## config.mk

```make
export PLATFORM = sky130hd
export DESIGN_NAME = pipe_stage_reg
export DESIGN_NICKNAME = d
export VERILOG_FILES = /design/src/rtl/pipe_pkg.sv /design/src/rtl/pipe_slot.sv /design/src/rtl/pipe_stage_reg.sv
export SDC_FILE = /design/constraint.sdc
export NUM_CORES = 1
export LEC_CHECK = 0
export ABC_AREA = 0
export BUFFER_PORTS_ARGS = -buffer_cell sky130_fd_sc_hd__buf_4
export CAP_MARGIN = 30
export CORE_MARGIN = 5
export CORE_UTILIZATION = 43
export CTS_BUF_LIST = sky130_fd_sc_hd__clkbuf_4
export DETAILED_ROUTE_END_ITERATION = 8
export GPL_TIMING_DRIVEN = 0
export PLACE_DENSITY_LB_ADDON = 0.15
export SLEW_MARGIN = 25
export SYNTH_ARGS = -nofsm -noshare
export SYNTH_HDL_FRONTEND = slang
export SYNTH_HIERARCHICAL = 1
export SYNTH_SLANG_ARGS = --single-unit
export TNS_END_PERCENT = 5
```

## constraint.sdc

```tcl
create_clock -name clk -period 4.05 [get_ports clk]
set_input_delay 0.2025 -clock clk [delete_from_list [all_inputs] [get_ports clk]]
set_output_delay 0.2025 -clock clk [all_outputs]
set_load 0.1 [all_outputs]
```

## src/rtl/pipe_pkg.sv

```systemverilog
// Shared definitions for the parametrised pipeline stage register:
// state encoding, occupancy/counter widths and per-stage payload layouts.
package pipe_pkg;

    typedef enum logic [1:0] {
        ST_EMPTY = 2'd0,
        ST_ONE   = 2'd1,
        ST_FULL  = 2'd2
    } state_t;

    localparam int OCC_W     = 2;
    localparam int CNT_W_DEF = 16;

    // W-stage payload layout, packed LSB first by the instantiating stage
    localparam int W_INSTR_LSB    = 0;
    localparam int W_DM_LSB       = 32;
    localparam int W_AO_LSB       = 64;
    localparam int W_PC8_LSB      = 96;
    localparam int W_A3_LSB       = 128;
    localparam int W_A3_W         = 5;
    localparam int W_MEMTOREG_LSB = 133;
    localparam int W_MEMTOREG_W   = 4;
    localparam int W_REGWRITE_BIT = 137;
    localparam int W_PAYLOAD_W    = 138;

    // The state encoding doubles as the occupancy count.
    function automatic logic [OCC_W-1:0] occ_of(input state_t s);
        return s;
    endfunction

endpackage

```

## src/rtl/pipe_slot.sv

```systemverilog
// One payload register of a pipeline stage: loads on demand and returns to
// the bubble value on reset or clear (clear wins over load).
module pipe_slot #(
    parameter int                DATA_W     = 32,
    parameter logic [DATA_W-1:0] BUBBLE_VAL = {DATA_W{1'b0}}
) (
    input  logic              clk,
    input  logic              reset,
    input  logic              clear,
    input  logic              load,
    input  logic [DATA_W-1:0] d,
    output logic [DATA_W-1:0] q
);

    logic [DATA_W-1:0] q_reg;

    always_ff @(posedge clk) begin
        if (!reset) begin
            q_reg <= BUBBLE_VAL;
        end else if (clear) begin
            q_reg <= BUBBLE_VAL;
        end else if (load) begin
            q_reg <= d;
        end
    end

    assign q = q_reg;

endmodule

```

## src/rtl/pipe_stage_reg.sv

```systemverilog
// Parametrised pipeline stage register with valid/ready handshake, optional
// 2-entry skid buffer, synchronous flush, bubble insertion and stall counter.
module pipe_stage_reg
    import pipe_pkg::*;
#(
    parameter int                DATA_W     = 32,
    parameter logic [DATA_W-1:0] BUBBLE_VAL = {DATA_W{1'b0}},
    parameter int                SKID       = 1,
    parameter int                CNT_W      = CNT_W_DEF
) (
    input  logic              clk,
    input  logic              reset,
    input  logic              flush,
    input  logic              in_valid,
    input  logic [DATA_W-1:0] in_data,
    output logic              in_ready,
    output logic              out_valid,
    output logic [DATA_W-1:0] out_data,
    input  logic              out_ready,
    output logic [OCC_W-1:0]  occ,
    output logic [CNT_W-1:0]  stall_cnt
);

    state_t            state_reg;
    state_t            state_next;
    logic              in_fire;
    logic              out_fire;
    logic              main_load;
    logic              main_clear;
    logic              skid_load;
    logic              skid_clear;
    logic [DATA_W-1:0] main_d;
    logic [DATA_W-1:0] main_q;
    logic [DATA_W-1:0] skid_q;
    logic [CNT_W-1:0]  stall_cnt_reg;

    assign out_valid = (state_reg != ST_EMPTY);
    assign out_data  = main_q;
    assign in_fire   = in_valid & in_ready;
    assign out_fire  = out_valid & out_ready;
    assign occ       = occ_of(state_reg);
    assign stall_cnt = stall_cnt_reg;

    always_ff @(posedge clk) begin
        if (!reset) begin
            state_reg <= ST_EMPTY;
        end else begin
            state_reg <= state_next;
        end
    end

    always_comb begin
        state_next = state_reg;
        if (flush) begin
            state_next = ST_EMPTY;
        end else begin
            case (state_reg)
                ST_EMPTY: if (in_fire) state_next = ST_ONE;
                ST_ONE: begin
                    if (in_fire && !out_fire) begin
                        state_next = (SKID != 0) ? ST_FULL : ST_ONE;
                    end else if (out_fire && !in_fire) begin
                        state_next = ST_EMPTY;
                    end
                end
                ST_FULL:  if (out_fire) state_next = ST_ONE;
                default:  state_next = ST_EMPTY;
            endcase
        end
    end

    // Slot controls: the main slot always holds the oldest entry, so out_data
    // is the bubble exactly when the stage is empty.
    always_comb begin
        main_load  = 1'b0;
        main_clear = 1'b0;
        main_d     = in_data;
        skid_load  = 1'b0;
        skid_clear = 1'b0;
        if (flush) begin
            main_clear = 1'b1;
            skid_clear = 1'b1;
        end else begin
            case (state_reg)
                ST_EMPTY: main_load = in_fire;
                ST_ONE: begin
                    if (in_fire && out_fire) begin
                        main_load = 1'b1;
                    end else if (in_fire) begin
                        skid_load = 1'b1;
                    end else if (out_fire) begin
                        main_clear = 1'b1;
                    end
                end
                ST_FULL: begin
                    if (out_fire) begin
                        main_load  = 1'b1;
                        main_d     = skid_q;
                        skid_clear = 1'b1;
                    end
                end
                default: main_clear = 1'b1;
            endcase
        end
    end

    pipe_slot #(
        .DATA_W     (DATA_W),
        .BUBBLE_VAL (BUBBLE_VAL)
    ) u_main (
        .clk   (clk),
        .reset (reset),
        .clear (main_clear),
        .load  (main_load),
        .d     (main_d),
        .q     (main_q)
    );

    generate
        if (SKID != 0) begin : g_skid
            logic in_ready_reg;

            pipe_slot #(
                .DATA_W     (DATA_W),
                .BUBBLE_VAL (BUBBLE_VAL)
            ) u_skid (
                .clk   (clk),
                .reset (reset),
                .clear (skid_clear),
                .load  (skid_load),
                .d     (in_data),
                .q     (skid_q)
            );

            // Registered ready breaks the combinational path from out_ready.
            always_ff @(posedge clk) begin
                if (!reset) begin
                    in_ready_reg <= 1'b0;
                end else begin
                    in_ready_reg <= (state_next != ST_FULL);
                end
            end

            assign in_ready = in_ready_reg;
        end else begin : g_noskid
            assign skid_q   = BUBBLE_VAL;
            assign in_ready = reset & (out_ready | ~out_valid);
        end
    endgenerate

    always_ff @(posedge clk) begin
        if (!reset) begin
            stall_cnt_reg <= '0;
        end else if (out_valid && !out_ready && (stall_cnt_reg != {CNT_W{1'b1}})) begin
            stall_cnt_reg <= stall_cnt_reg + CNT_W'(1);
        end
    end

endmodule

```

* Yosys cells after proc, flatten, opt, wreduce, memory -nomap -nowiden
Index checks and enable logic that the tools add are counted.
W data, S select, Z words.
** Word-level totals
- Register bits :: 83
- Input port bits :: 37
- Output and inout port bits :: 52
- Word-level logic and storage cells :: 49
** Operators by class
- $add $sub $neg :: 1
- Equal/unequal tests :: 4
- Mux-type cells :: 23
- Bitwise operators :: 3
- Reduce and logical (&&, ||, !) cells :: 13
** Operators with widths (number)
- $mux W32 :: 3
- $add A16 B1 Y16 const B :: 1
- $ne A16 B16 Y1 const B :: 1
- $mux W1 :: 12
- $mux W2 :: 5
- $pmux W2 S3 :: 1
- $reduce_or A2 Y1 :: 3
- $logic_and A1 B1 Y1 :: 5
- $logic_not A1 Y1 :: 3
- $pmux W1 S3 :: 1
- $and A1 B1 Y1 :: 2
- $eq A2 B1 Y1 const B :: 1
- $eq A2 B2 Y1 const B :: 1
- $logic_not A2 Y1 :: 1
- $ne A2 B2 Y1 const B :: 1
- $pmux W1 S2 :: 1
- $reduce_bool A2 Y1 :: 1
- $not A1 Y1 :: 1

* Longest topological paths before layout
Gate-level depths: netlist of the first run.
- Word-level depth :: 8
- Mapped depth :: 8
- Mapped depth without buffers :: 6

* Hierarchy
The synthesis of the first run kept the hierarchy.
** Modules (own cells, without submodules)
- pipe_slot :: instances 2, cells each 104, area an instance 1173.6 sq um, seq. area each 640.6 sq um
- pipe_stage_reg :: instances 1, cells each 156, area an instance 1403.8 sq um, seq. area each 380.4 sq um

* Least setup slack after synthesis of the first run
Ideal clock, no wire load.
- Path type :: reg-to-reg
- Start :: register stall_cnt_reg[0] (netlist: stall_cnt[0])
- End :: register stall_cnt_reg[0] (netlist: stall_cnt[0])
- Library setup time :: 128 ps
- Arrival time :: 2445 ps
- Required time :: 3922 ps
- Path slack :: 1477 ps
- Stages on the path, launching flop included :: 7
- Path buffers :: 1
- Period minus slack after synthesis :: 2573 ps
- Path through :: dfxtp_1 ha_1 nand4_2 o41ai_4 buf_4 xor2_1 nor2_1
** Between the ends
- Cells in the longest elaborated chain, start to end :: 2
- Elaborated cells on any way between the ends :: 3
- Classes of those cells :: add/sub (1); eq/ne (1); reduce/logical (1)
** RTL lines
- start: declaration :: RTL line pipe_stage_reg.sv:35 : logic [CNT_W-1:0] stall_cnt_reg;
- start signal: assignment :: RTL line pipe_stage_reg.sv:155 : stall_cnt_reg <= stall_cnt_reg + CNT_W'(1);
- branches (longest 2 deep; another with $add A16 B1 Y16)
Parallel ways; which one is timed is not known.
A chain may end at the register's enable or synchronous reset.

* Worst setup path after layout of the first run
- Start :: register state_reg[1] (netlist: occ[1])
- End :: register u_main.q_reg[30] (netlist: u_main/q[30])
** Between the ends
- Elaborated cells on any way between the ends :: 19
- Classes of those cells :: eq/ne (2); mux (11); bitwise (1); reduce/logical (5)
** RTL lines
- start: declaration :: RTL line pipe_stage_reg.sv:24 : state_t state_reg;
- start signal: assignment :: RTL line pipe_stage_reg.sv:48 : state_reg <= state_next;
- $reduce_bool A2 Y1 :: RTL line pipe_stage_reg.sv:37 : assign out_valid = (state_reg != ST_EMPTY);
- $and A1 B1 Y1 :: RTL line pipe_stage_reg.sv:40 : assign out_fire = out_valid & out_ready;
- $mux W32 :: RTL line pipe_stage_reg.sv:96 : if (out_fire) begin
- $mux W32 * :: RTL line pipe_stage_reg.sv:84 : case (state_reg)
- $mux W32 * :: RTL line pipe_stage_reg.sv:80 : if (flush) begin
- net main_d[30] :: RTL line pipe_stage_reg.sv:32 : logic [DATA_W-1:0] main_d;
- end signal: assignment :: RTL line pipe_slot.sv:19 : q_reg <= BUBBLE_VAL;
- end signal: assignment :: RTL line pipe_slot.sv:21 : q_reg <= BUBBLE_VAL;
- end signal: assignment :: RTL line pipe_slot.sv:23 : q_reg <= d;
- end: declaration :: RTL line pipe_slot.sv:15 : logic [DATA_W-1:0] q_reg;
The timed path passes the listed nets; every way through them passes the cells marked *.

==> impl_metrics.env, run 1 <==
export IMPL_outcome="complete, no violations"
export IMPL_seq_area_um2=1660
export IMPL_dieArea_um2=10700
export IMPL_grt_usage_pct=15.3
export IMPL_cp_start_kind="flop"
export IMPL_post_route_min_period_ns=2.12
export IMPL_worstSetupStartpoint="occ[1]$_SDFF_PN0_"
export IMPL_n_fill_cell=815
export IMPL_clock_latency_ns=0.41
export IMPL_ir_worst_vdd_v=0.000192
export IMPL_avgViaCountPerCell=4.93
export IMPL_power_mw=1.45
export IMPL_worst_ep_arrival_time_ns=2.42
export IMPL_gp_congestion=0.755
export IMPL_synth_nets=402
export IMPL_htree_levels=3
export IMPL_dpl_instance_area_um2=4550
export IMPL_worstPathRequired_ns=4.35
export IMPL_hp_start="in_data[16]"
export IMPL_vias=2859
export IMPL_pre_cts_ws_ns=1.90
export IMPL_grt_pass1_vias=2744
export IMPL_synth_cells=364
export IMPL_start_util_pct=43.7
export IMPL_nNetsFinal=506
export IMPL_portBuffers=88
export IMPL_path_clk_slew_ns=0.13
export IMPL_drv_slew=0
export IMPL_max_cap_violations=0
export IMPL_cts_hold_buf=5
export IMPL_grt_max_degree=14
export IMPL_cp_max_fo=10
export IMPL_hold_class="in -> reg"
export IMPL_layout_drive_gt1_share_pct=34.5
export IMPL_yosys_register_bits=83
export IMPL_finClkSkew_ns=0.0153
export IMPL_worstSetupPathType="reg -> reg"
export IMPL_chipHeight_um=103
export IMPL_async_flop_share_pct=0
export IMPL_setup_viol=0
export IMPL_tightestPinTransition_ns=0.592
export IMPL_cts_tree="yes"
export IMPL_root_buffer="clkbuf_4"
export IMPL_fmax_mhz=471
export IMPL_initialDrtViolationCount=64
export IMPL_fin_cells=580
export IMPL_diodes=0
export IMPL_synth_edf_count=0
export IMPL_timing_rr_start="occ[1]$_SDFF_PN0_"
export IMPL_multi_input_area_um2=1860
export IMPL_cellPowerDensity_nw_per_um2=307
export IMPL_max_slew_margin_rel_pct=60.2
export IMPL_fin_area_um2=4730
export IMPL_power_leakage_nw=1.77
export IMPL_hold_violations=0
export IMPL_place_inst=560
export IMPL_num_rows=34
export IMPL_coreArea_um2=8590
export IMPL_syn_area_um2=3750
export IMPL_ys_seq_area_share_pct=44.3
export IMPL_rsz0062_at_grt="false"
export IMPL_postRouteAntennaNets=0
export IMPL_endpoint_kind="flop"
export IMPL_ios=89
export IMPL_grt_pass1_wl_um=12900
export IMPL_post_route_drc_count=0
export IMPL_finalWirelength_um=7980
export IMPL_avgSynthCellArea_um2=10.3
export IMPL_tns_ns=0
export IMPL_yosysUniqueCellTypes=42
export IMPL_fp_dieW_um=103
export IMPL_cts_post_setup_buffers_inserted=0
export IMPL_antenna_found_initial=0
export IMPL_cts_resized=0
export IMPL_first_pass_iters=4
export IMPL_ctsLongestPathBuffers=2
export IMPL_dp_hpwl_um=5720
export IMPL_yosys_warnings=6
export IMPL_period_share_pct=52.4
export IMPL_cts_sinks=83
export IMPL_post_drt_wl_per_cell_um=13.8
export IMPL_globalRoute_totalOverflow=0
export IMPL_synth_main_ff_cell="dfxtp_1"
export IMPL_setup_ws_ns=1.93
export IMPL_layout_area_overhead_vs_synth_pct=26.0
export IMPL_numCtsBuffers=9
cells in the mapped netlist (4+ instances only):
| master | count | share of area, % |
|---|---|---|
| o31ai_1 | 4 | 0.80 |
| nor3_1 | 4 | 0.53 |
| buf_12 | 6 | 3.2 |
| mux2_2 | 32 | 9.6 |
| nand2_1 | 11 | 1.1 |
| buf_2 | 10 | 1.3 |
| mux2i_1 | 69 | 18 |
| nor4_1 | 6 | 1.0 |
| or4_1 | 4 | 0.80 |
| nand2b_1 | 7 | 1.2 |
| dfxtp_1 | 83 | 44 |
| inv_1 | 5 | 0.50 |
| a21oi_1 | 9 | 1.2 |
| nor2_1 | 70 | 7.0 |
| nand3_1 | 8 | 1.1 |
cell usage in the layout, fill, tap and decap left out, drive strengths merged, types with 2 or more instances in the layout:
| cell type | netlist | final |
|---|---|---|
| clkinvlp | 0 | 2 |
| o21ai | 5 | 5 |
| mux2i | 69 | 69 |
| nand2b | 7 | 7 |
| buf | 19 | 107 |
| clkbuf | 2 | 12 |
| a21o | 2 | 2 |
| dlygate4sd3 | 0 | 5 |
| nand4 | 3 | 3 |
| nor3 | 4 | 4 |
| inv | 5 | 5 |
| or3 | 3 | 3 |
| or4 | 5 | 5 |
| nor4 | 6 | 6 |
| mux2 | 32 | 32 |
| nor2 | 70 | 70 |
| nand3 | 8 | 8 |
| clkinv | 0 | 2 |
| a21oi | 9 | 9 |
| o31ai | 4 | 4 |
| nand2 | 11 | 11 |
| dfxtp | 83 | 83 |
| and2 | 2 | 2 |
critical path, cell delays in order (launching register included):
cell and delay, ns:
dfxtp_1 0.34, buf_2 0.19, nand3b_1 0.16, nor2_1 0.39
buf_2 0.37, mux2_2 0.37, mux2i_1 0.14, nor2_1 0.05
layout make-up:
class	instances	share of cell area [%]
plain buffers	21	4.39
clock buffers	10	1.59
clock inverters	5	1.16
inverters	5	0.397
multi-input cells	255	39.4
flip-flops and latches	83	35.2
well taps	108	2.86
repair buffers	93	15.0
where the power goes:
part	leakage (nW)	internal, mW	switching [mW]
registers	0.670	0.822	0.00405
clock network	0.0683	0.190	0.272
logic	1.03	0.0705	0.0949
stage by stage:
| step | hold slack (ns) | utilization, % |
|---|---|---|
| after floorplan | 0.279 | - |
| after global placement | 0.430 | 52.9 |
| after detailed placement | 0.435 | 52.9 |
| after CTS | 0.000590 | 55.0 |
| after global routing | 0.0155 | 55.0 |
| final | 0.0293 | 55.0 |
worst paths after layout:
check        slack, ns                                to  cells after the start
min reg2reg       0.51   g_skid.u_skid/q[7]$_SDFFE_PP0P_                      2
max               1.93         u_main/q[30]$_SDFFE_PP0P_                      7
max reg2reg       1.93         u_main/q[30]$_SDFFE_PP0P_                      7
min               0.03  g_skid.u_skid/q[16]$_SDFFE_PP0P_                      3
cell families after synthesis:
family / count (synthesis) / synth area share, %
multiplexers: 101 / 28.0
adder cells (fa/ha/maj): 1 / 0.334
AO/OA/AOI/OAI: 26 / 5.04
XOR/XNOR: 2 / 0.467
AND/OR/NAND/NOR: 125 / 15.8
buffers and inverters: 26 / 6.04
flip-flops: 83 / 44.3
routing by layer:
metal	routed length [um]	vias up	GRT usage (%)
li1	-	1482	-
met5	0	-	0
met2	3770	60	24.1
met4	90	0	5.68
met1	3640	1307	20.5
met3	478	10	3.42
(Power assumes the default switching activity.)
==> run 2: changes to the inputs <==
- clock period: 4.05 -> 1.99 ns (I/O delays scaled with it)
==> run 2 against run 1 <==
  * Utilization rose by 4.5 points
  * Routed wire length grew 6.0%
  * Die area unchanged
  * Register-to-register slack worse by 1.8 ns
  * Largest cell class unchanged
  * Largest power group unchanged
  * Critical path depth is 1 lower
  * Critical endpoint is now stall_cnt[9]$_SDFFE_PN0P_
==> impl_metrics.env, run 2 (synthesized netlist as in run 1, its figures left out) <==
export IMPL_max_cap_violations=0
export IMPL_post_route_drc_count=0
export IMPL_dpl_instance_area_um2=4580
export IMPL_p_clk_share_pct=34.4
export IMPL_timing_rr_start="stall_cnt[0]$_SDFFE_PN0P_"
export IMPL_nNetsFinal=536
export IMPL_rr_endpoint="stall_cnt[9]$_SDFFE_PN0P_"
export IMPL_cp_start_kind="flop"
export IMPL_grt_max_degree=14
export IMPL_pre_cts_ws_ns=-0.108
export IMPL_cellPowerDensity_nw_per_um2=616
export IMPL_cp_slowest_cell="o41ai_4"
export IMPL_cts_post_setup_buffers_inserted=0
export IMPL_worst_ep_arrival_time_ns=2.20
export IMPL_max_stage_delay_ns=0.41
export IMPL_post_route_util_pct=59.5
export IMPL_layout_drive_gt1_share_pct=36.8
export IMPL_clock_latency_ns=0.40
export IMPL_htree_levels=3
export IMPL_diodes=0
export IMPL_postRouteAntennaNets=0
export IMPL_portBuffers=88
export IMPL_fp_dieW_um=103
export IMPL_cp_max_fo=10
export IMPL_power_mw=3.15
export IMPL_hold_class="in -> reg"
export IMPL_power_frac_comb_pct=12.3
export IMPL_fmax_mhz=532
export IMPL_cts_tree="yes"
export IMPL_layout_area_overhead_vs_synth_pct=36.4
export IMPL_worstPathRequired_ns=2.31
export IMPL_gp_congestion=0.748
export IMPL_power_leakage_nw=1.92
export IMPL_setup_viol=0
export IMPL_grt_pass1_vias=2940
export IMPL_coreArea_um2=8590
export IMPL_hp_start="in_valid"
export IMPL_chipHeight_um=103
export IMPL_p_switching_mw=0.762
export IMPL_dieArea_um2=10700
export IMPL_fin_area_um2=5110
export IMPL_ctsLongestPathBuffers=2
export IMPL_ir_worst_vdd_v=0.000282
export IMPL_path_clk_slew_ns=0.12
export IMPL_num_rows=34
export IMPL_worstSetupPathType="reg -> reg"
export IMPL_antenna_found_initial=0
export IMPL_layout_commonest_cell="buf_4"
export IMPL_grt_pass1_wl_um=13700
export IMPL_ios=89
export IMPL_start_util_pct=43.7
export IMPL_post_route_min_period_ns=1.88
export IMPL_tightestPinTransition_ns=0.557
export IMPL_post_drt_wl_per_cell_um=13.9
export IMPL_hold_violations=0
export IMPL_ff2ff_setup_slack_ns=0.11
export IMPL_internal_power_mw=2.39
export IMPL_finClkSkew_ns=0.0111
export IMPL_finalWirelength_um=8460
export IMPL_initialDrtViolationCount=79
export IMPL_dp_hpwl_um=5890
export IMPL_endpoint_kind="flop"
export IMPL_first_pass_iters=4
export IMPL_max_slew_margin_rel_pct=62.6
export IMPL_crit_chain="ha_1 > nand4_2 > o41ai_4 > buf_4 > nor4_1 > mux2i_1"
export IMPL_period_share_pct=94.4
export IMPL_setup_ws_ns=0.112
export IMPL_hold_end="in_ready$_SDFF_PN0_"
export IMPL_drv_slew=0
export IMPL_layout_common_cells="buf_4 (91), nor2_1 (69), mux2i_1 (69), dfxtp_1 (65), dlygate4sd3_1 (35)"
export IMPL_sequentialPowerShare_pct=53.3
export IMPL_globalRoute_totalOverflow=0
export IMPL_root_buffer="clkbuf_4"
export IMPL_rr_worst_depth=6
export IMPL_numCtsBuffers=9
export IMPL_rsz0062_at_grt="true"
export IMPL_holdPathStages=4
export IMPL_outcome="complete, no violations"
export IMPL_cts_sinks=83
export IMPL_vias=2985
export IMPL_grt_usage_pct=16.0
export IMPL_avgViaCountPerCell=4.89
export IMPL_p_sw_share_pct=24.2
run 2: layout make-up:
cell class / count / area, um^2
fillers: 787 / 3480
inverters: 5 / 18.8
plain buffers: 21 / 215
multi-input cells: 255 / 1880
clock buffers: 11 / 82.6
clock inverters: 5 / 77.6
repair buffers: 123 / 1010
well taps: 108 / 135
flip-flops and latches: 83 / 1690
run 2: worst max-delay path by stage:
stage          cells past startpoint                   endpoint                      start
2_1_floorplan                      7  u_main/q[10]$_SDFFE_PP0P_          occ[1]$_SDFF_PN0_
3_3_place_gp                       7  u_main/q[25]$_SDFFE_PP0P_          occ[1]$_SDFF_PN0_
3_5_place_dp                       7  u_main/q[21]$_SDFFE_PP0P_          occ[1]$_SDFF_PN0_
4_1_cts                            7  u_main/q[18]$_SDFFE_PP0P_          occ[1]$_SDFF_PN0_
5_1_grt                            7  u_main/q[18]$_SDFFE_PP0P_          occ[1]$_SDFF_PN0_
6_report                           6  stall_cnt[9]$_SDFFE_PN0P_  stall_cnt[0]$_SDFFE_PN0P_
run 2: worst max-delay path: cells and delay by family, from the launching register on:
family | cells | cell delay, ns
simple gates | 2 | 0.33
buf+inv | 1 | 0.26
fa+ha+maj | 1 | 0.21
mux | 1 | 0.19
compound gates | 1 | 0.41
flops | 1 | 0.39
run 2: metrics by stage:
| stage | hold slack, ns | std cells | setup TNS (ns) |
|---|---|---|---|
| after global placement | 0.323 | 560 | -2.22 |
| after detailed placement | 0.321 | 560 | -2.36 |
| after floorplan | 0.169 | 364 | -5.72 |
| final | 0.119 | 611 | 0 |
| after CTS | 0.0705 | 611 | 0 |
| after global routing | 0.103 | 611 | -0.00513 |
run 2: repair_timing:
| item | in CTS | in global routing |
|---|---|---|
| endpoints found under the setup margin | 30 | 31 |
| hold buffers | 35 | 0 |
| pin swaps | 0 | 1 |
| resized for setup | 3 | 4 |
| gates cloned | 0 | 0 |
| hold endpoints to repair | 36 | 0 |
run 2: power by group through the flow:
stage	sequential, mW	clock (mW)	combinational, mW
floorplan	1.80	0	0.134
global placement	1.71	0	0.330
detailed placement	1.72	0	0.333
CTS	1.68	1.13	0.389
global route	1.68	1.20	0.413
finish	1.68	1.08	0.387
run 2: per-layer routing:
layer	vias up	global-route usage (%)	routed length, um	share of wire, %
met4	0	5.48	44	0.52
met5	-	0	0	0
li1	1534	-	-	-
met1	1385	20.9	3860	46
met3	4	3.09	445	5.3
met2	62	26.7	4120	49
==> run 3: changes to the inputs <==
- CORE_UTILIZATION: 43 -> 45
==> run 3 against run 2 <==
  * Total power is 1.0% higher
  * Cell count is 0.49% lower
  * Die area is 4.0% lower
  * First-iteration DRC count is 54% higher
  * Register-to-register slack hardly changed
  * Non-clock buffer count stayed put
  * Setup slack better by 0.0072 ns
  * Fmax is 0.38% higher
  * Sequential power hardly changed
  * Count of clock-buffer cells in the layout is 1 lower
  * Hold slack worse by 0.017 ns
==> impl_metrics.env, run 3 (synthesized netlist as in run 1, its figures left out) <==
export IMPL_grt_pass1_vias=2930
export IMPL_portBuffers=88
export IMPL_htree_levels=3
export IMPL_layout_area_overhead_vs_synth_pct=36.2
export IMPL_clock_latency_ns=0.42
export IMPL_outcome="complete, no violations"
export IMPL_post_route_min_period_ns=1.87
export IMPL_globalRoute_totalOverflow=0
export IMPL_first_pass_iters=4
export IMPL_path_clk_slew_ns=0.14
export IMPL_period_share_pct=94.0
export IMPL_hold_violations=0
export IMPL_post_route_drc_count=0
export IMPL_layout_common_cells="buf_4 (92), nor2_1 (69), mux2i_1 (69), dfxtp_1 (65), dlygate4sd3_1 (35)"
export IMPL_max_cap_violations=0
export IMPL_chipHeight_um=101
export IMPL_rsz0062_at_grt="true"
export IMPL_nNetsFinal=536
export IMPL_cp_start_kind="flop"
export IMPL_post_route_util_pct=62.5
export IMPL_hold_class="in -> reg"
export IMPL_ios=89
export IMPL_fp_dieW_um=101
export IMPL_gp_congestion=0.789
export IMPL_p_clk_share_pct=35.0
export IMPL_tightestPinTransition_ns=0.490
export IMPL_max_stage_delay_ns=0.35
export IMPL_finalWirelength_um=8590
export IMPL_sequentialPowerShare_pct=52.8
export IMPL_coreArea_um2=8180
export IMPL_post_drt_wl_per_cell_um=14.1
export IMPL_cpLargestDelayFamily="multiplexers"
export IMPL_p_sw_share_pct=25.2
export IMPL_diodes=0
export IMPL_vias=3014
export IMPL_cts_sinks=83
export IMPL_ctsLongestPathBuffers=2
export IMPL_avgViaCountPerCell=4.96
export IMPL_initialDrtViolationCount=122
export IMPL_hold_ws_ns=0.101
export IMPL_cts_tree="yes"
export IMPL_power_frac_comb_pct=12.2
export IMPL_ir_worst_vdd_v=0.000266
export IMPL_worstSetupPathType="reg -> reg"
export IMPL_grt_pass1_wl_um=13900
export IMPL_postRouteAntennaNets=0
export IMPL_grt_max_degree=15
export IMPL_endpoint_kind="flop"
export IMPL_layout_commonest_cell="buf_4"
export IMPL_grt_usage_pct=16.9
export IMPL_finClkSkew_ns=0.0179
export IMPL_setup_viol=0
export IMPL_dp_hpwl_um=5790
export IMPL_p_switching_mw=0.801
export IMPL_worst_ep_arrival_time_ns=2.18
export IMPL_drv_slew=0
export IMPL_crit_buf_inv=2
export IMPL_worstPathRequired_ns=2.30
export IMPL_n_fill_cell=693
export IMPL_fmax_mhz=534
export IMPL_max_slew_margin_rel_pct=67.3
export IMPL_num_rows=33
export IMPL_power_leakage_nw=1.92
export IMPL_layout_drive_gt1_share_pct=36.6
export IMPL_crit_chain="buf_2 > nand3b_1 > nor2_4 > buf_4 > mux2_2 > mux2i_1 > nor2_1"
export IMPL_start_util_pct=45.9
export IMPL_dieArea_um2=10300
export IMPL_internal_power_mw=2.38
export IMPL_antenna_found_initial=0
export IMPL_cellPowerDensity_nw_per_um2=623
export IMPL_root_buffer="clkbuf_4"
export IMPL_cp_slowest_cell="dfxtp_2"
export IMPL_numCtsBuffers=9
export IMPL_cp_max_fo=10
export IMPL_cts_post_setup_buffers_inserted=0
==> run 3: area by class of cell <==
cell class | instances | area [um^2] | share of cell area, %
clock inverters | 6 | 87.6 | 1.71
plain buffers | 21 | 215 | 4.21
well taps | 105 | 131 | 2.57
multi-input cells | 255 | 1880 | 36.7
inverters | 5 | 18.8 | 0.367
clock buffers | 10 | 75.1 | 1.47
repair buffers | 123 | 1010 | 19.8
flip-flops and latches | 83 | 1690 | 33.1
==> run 3: power by group through the flow <==
stage,Sequential (mW),Combinational (mW),Clock [mW]
5_1_grt,1.68,0.413,1.24
3_3_place_gp,1.71,0.329,0
4_1_cts,1.68,0.389,1.16
2_1_floorplan,1.80,0.134,0
6_report,1.68,0.388,1.11
3_5_place_dp,1.72,0.334,0
==> run 3: final timing paths <==
check,cells after the start,to,slack [ns],from
worst max register to register,7,u_main/q[8]$_SDFFE_PP0P_,0.12,occ[1]$_SDFF_PN0_
worst min register to register,2,stall_cnt[9]$_SDFFE_PN0P_,0.49,stall_cnt[9]$_SDFFE_PN0P_
worst max-delay path,7,u_main/q[8]$_SDFFE_PP0P_,0.12,occ[1]$_SDFF_PN0_
worst min-delay path,4,in_ready$_SDFF_PN0_,0.10,in_valid
==> run 3: per-layer routing <==
layer  up-vias  wire length (um)  track usage [%]
li1       1538                 -                -
met1      1402              3930             22.2
met2        62              4110             27.5
met3        12               424             3.58
met4         0               125             6.13
met5         -                 0                0
==> run 3: per-stage QoR <==
| stage | cell area [um^2] | total power, mW | worst slack (ns) | TNS (ns) | instances |
|---|---|---|---|---|---|
| after detailed placement | 4570 | 2.05 | -0.139 | -2.97 | 557 |
| after global placement | 4570 | 2.04 | -0.115 | -2.73 | 557 |
| after global routing | 5110 | 3.34 | -0.0370 | -0.162 | 608 |
| final | 5110 | 3.18 | 0.119 | 0 | 608 |
| after CTS | 5090 | 3.22 | 0.0258 | 0 | 608 |
| after floorplan | 3780 | 1.93 | -0.154 | -5.72 | 364 |
==> run 3: timing repair <==
| item | 4_1_cts | 5_1_grt |
|---|---|---|
| endpoints found under the setup margin | 30 | 30 |
| pin swaps | 0 | 1 |
| hold endpoints to repair | 37 | 0 |
| hold buffers | 35 | 0 |
| resized for setup | 2 | 7 |
==> run 3: worst min-delay path: stages <==
cell      delay (ns)
buf_4           0.11
nand4b_1        0.11
a211oi_1        0.09
nor2_1          0.08
